`src/rtl/lcg_pkg.sv`:
```
// lcg_pkg: constants and types shared by the 64-bit LCG generator and the
// receive-side stream checker.
//   LCG_MULTIPLIER / LCG_INCREMENT : recurrence x' = x*A + C (mod 2^64)
//   lcg_state_t                    : checker lock state
package lcg_pkg;

    localparam logic [63:0] LCG_MULTIPLIER = 64'h5851F42D4C957F2D;
    localparam logic [63:0] LCG_INCREMENT  = 64'h14057B7EF767814F;

    // Width of the consecutive-miss counter; holds LOSS_THRESH up to 15.
    localparam int RUN_W = 4;

    typedef enum logic [0:0] {
        ACQUIRE = 1'b0,
        LOCKED  = 1'b1
    } lcg_state_t;

endpackage : lcg_pkg

```
`src/rtl/lcg_step.sv`:
```
// lcg_step: purely combinational 64-bit LCG next-state function.
//   cur  : current 64-bit state
//   nxt  : low64(cur*MULTIPLIER) + INCREMENT
// Shared by the generator and the checker so both use identical arithmetic.
module lcg_step
    import lcg_pkg::*;
#(
    parameter logic [63:0] MULTIPLIER = LCG_MULTIPLIER,
    parameter logic [63:0] INCREMENT  = LCG_INCREMENT
) (
    input  logic [63:0] cur,
    output logic [63:0] nxt
);

    // 64-bit context: only the low half of the product is kept.
    assign nxt = (cur * MULTIPLIER) + INCREMENT;

endmodule : lcg_step

```
`config.mk`:
```
export PLATFORM = sky130hd
export DESIGN_NAME = lcg_step
export DESIGN_NICKNAME = d
export VERILOG_FILES = /design/src/rtl/lcg_pkg.sv /design/src/rtl/lcg_step.sv
export SDC_FILE = /design/constraint.sdc
export NUM_CORES = 2
export LEC_CHECK = 0
export CAP_MARGIN = 0
export CORE_MARGIN = 8
export CORE_UTILIZATION = 45
export DETAILED_ROUTE_END_ITERATION = 8
export PLACE_DENSITY = 0.63
export SYNTH_ARGS = -nofsm -noshare
export SYNTH_HDL_FRONTEND = slang
export SYNTH_SLANG_ARGS = --single-unit
```
`constraint.sdc`:
```
create_clock -name vclk -period 17.9
set_input_delay 4.475 -clock vclk [all_inputs]
set_output_delay 4.475 -clock vclk [all_outputs]
set_load 0.005 [all_outputs]
```
==> results.json <==
{
  "synth_warnings": 0,
  "post-route-drc-count": 0,
  "setup_violations": 0,
  "row_count": 101,
  "die_height_um": 293,
  "synth-seq-area-share_pct": 0,
  "start_util_pct": 45.4,
  "path_max_fanout": 4,
  "nFlopsAndLatches": 0,
  "post-synth-top-count-cell": "inv_1",
  "hold_path_class": "in -> out",
  "start_kind": "input pin",
  "wire_per_inst_um": 24.1,
  "crit_required_ns": 13.43,
  "syn_area_per_cell_um2": 10.4,
  "grt_usage_pct": 27.6,
  "grt_antenna_before_repair": 1,
  "placed_cell_area_um2": 39700,
  "seqCellArea_um2": 0,
  "first_pass_iters": 5,
  "fin_cells": 4835,
  "rsz0062_at_grt": "true",
  "chipWidth_um": 293,
  "yosysUniqueCellTypes": 59,
  "slew_headroom_pct": 60.2,
  "multi_input_area_um2": 29900,
  "outcome": "completed",
  "slew_viol_final": 0,
  "dp_cells": 4817,
  "grt_pass1_wl_um": 174000,
  "area_growth_pct": 16.5,
  "fin_nets": 5406,
  "timing.hold.ws_ns": 10.38,
  "grt_max_degree": 21,
  "via_per_inst": 4.96,
  "hpwl_um": 110000,
  "finalCritPeriodShare_pct": 99.4,
  "crit_top_cell": "fa_1",
  "netlist_instances": 3324,
  "synth.top_cell.area_share_pct": 55.2,
  "arrival_ns": 13.32,
  "period_needed_ns": 17.80,
  "layout-drive-gt1-share_pct": 11.6,
  "fp.dieArea_um2": 85800,
  "gp_congestion": 1.03,
  "grt_pass1_vias": 27000,
  "drv_cap": 0,
  "postRouteWirelength_um": 117000,
  "grt-ovfl-total": 0,
  "pin_count": 128,
  "critical-path-slowest-cell": "clkdlybuf4s50_1",
  "max_freq_ghz": 0.0562,
  "syn_nets": 4924,
  "port_buffers": 128,
  "vias": 24000,
  "cp-end-kind": "output port",
  "drt-initial-drc-count": 1500,
  "crit_type": "in -> out",
  "detail-route-antenna-nets": 0,
  "worst_pin_slew_ns": 0.595,
  "final_area_um2": 40200,
  "hold_viol": 0,
  "synth.largest_area_cell": "fa_1",
  "synth_area_um2": 34500,
  "ys_top_cells_by_count": "1290 x inv_1, 952 x fa_1, 584 x ha_1, 102 x xnor2_1, 68 x a21oi_1",
  "clkbuf_count": 0,
  "critical-path-max-stage-delay_ns": 0.68,
  "synth_area_leaders": "fa_1 55%, ha_1 21%, inv_1 14%, xnor2_1 2.6%, a21oi_1 0.99%",
  "postCtsHoldBufs": 0,
  "core-area_um2": 75900,
  "fillCellCount": 7027
}
## kinds of logic after synthesis
family,after synthesis,share of synthesized area [%]
buf+inv,1300,14.2
simple gates,161,2.28
fa+ha+maj,1536,76.4
compound gates,195,3.75
xor+xnor,132,3.35
## per-layer routing
layer	wire [µm]	part of all wire [%]	global-route usage, %
met4	5370	4.6	9.57
met1	48700	42	36.8
met5	11	0.0094	0
met2	56200	48	46.9
met3	6440	5.5	2.91
## layout make-up
type	count	share of cell area, %
tap	1030	3.21
antenna	1	0.00622
multi-input combinational	2024	74.4
timing repair buffer	490	10.3
inverter	1290	12.1
## critical path: cells and delay by family
| family | cells | cell delay [ns] |
|---|---|---|
| and+or+nand+nor | 1 | 0.19 |
| buffers and inverters | 11 | 2.25 |
| adders and majority gates | 11 | 5.56 |
| AOI/OAI and AO/OA | 3 | 0.70 |
| xor gates and xnor gates | 1 | 0.13 |
## per-stage QoR
stage | setup TNS (ns) | utilization (%) | setup WS [ns]
finish | 0 | 52.9 | 0.101
global route | -0.344 | 52.9 | -0.195
CTS | -0.0330 | 52.4 | -0.0330
detailed placement | -4.29 | 52.3 | -0.686
global placement | -4.34 | 52.3 | -0.773
floorplan | 0 | - | 1.52
## final timing paths
check,cells after the start,from,endpoint
max,27,cur[38],nxt[57]
min,5,cur[1],nxt[1]
## cells in the final DEF (no fill, tap or decap), drive strengths merged, types with 2 or more instances in the layout
cell,synthesis,routed
xor2,30,30
o2111ai,2,2
inv,1290,1288
clkinvlp,0,2
ha,584,584
nor2,42,42
nand2,48,48
o22ai,2,2
o31ai,4,4
nand2b,6,6
fa,952,952
a21bo,2,2
nor4,2,2
nand3,12,12
a2bb2oi,2,2
xnor2,102,102
o221ai,2,2
o21a,8,8
a211oi,11,11
a221oi,3,3
or3,3,3
nor2b,8,8
o21ai,38,38
dlygate4sd2,0,10
a31oi,4,4
clkdlybuf4s50,0,104
o211ai,6,6
nand4,15,15
a21o,20,20
and2,2,2
nor3,12,12
buf,3,363
dlymetal6s2s,0,13
o41ai,4,4
a21oi,71,71
and3,6,6
o21bai,12,12
## timing repair
action	in CTS	in global routing
endpoints found under the setup margin	18	21
buffers inserted	4	13
pin swaps	3	28
gates resized for setup	41	69
Power is not shown: default switching activity piles up to over one toggle a cycle in this logic, so the estimate is an artifact.
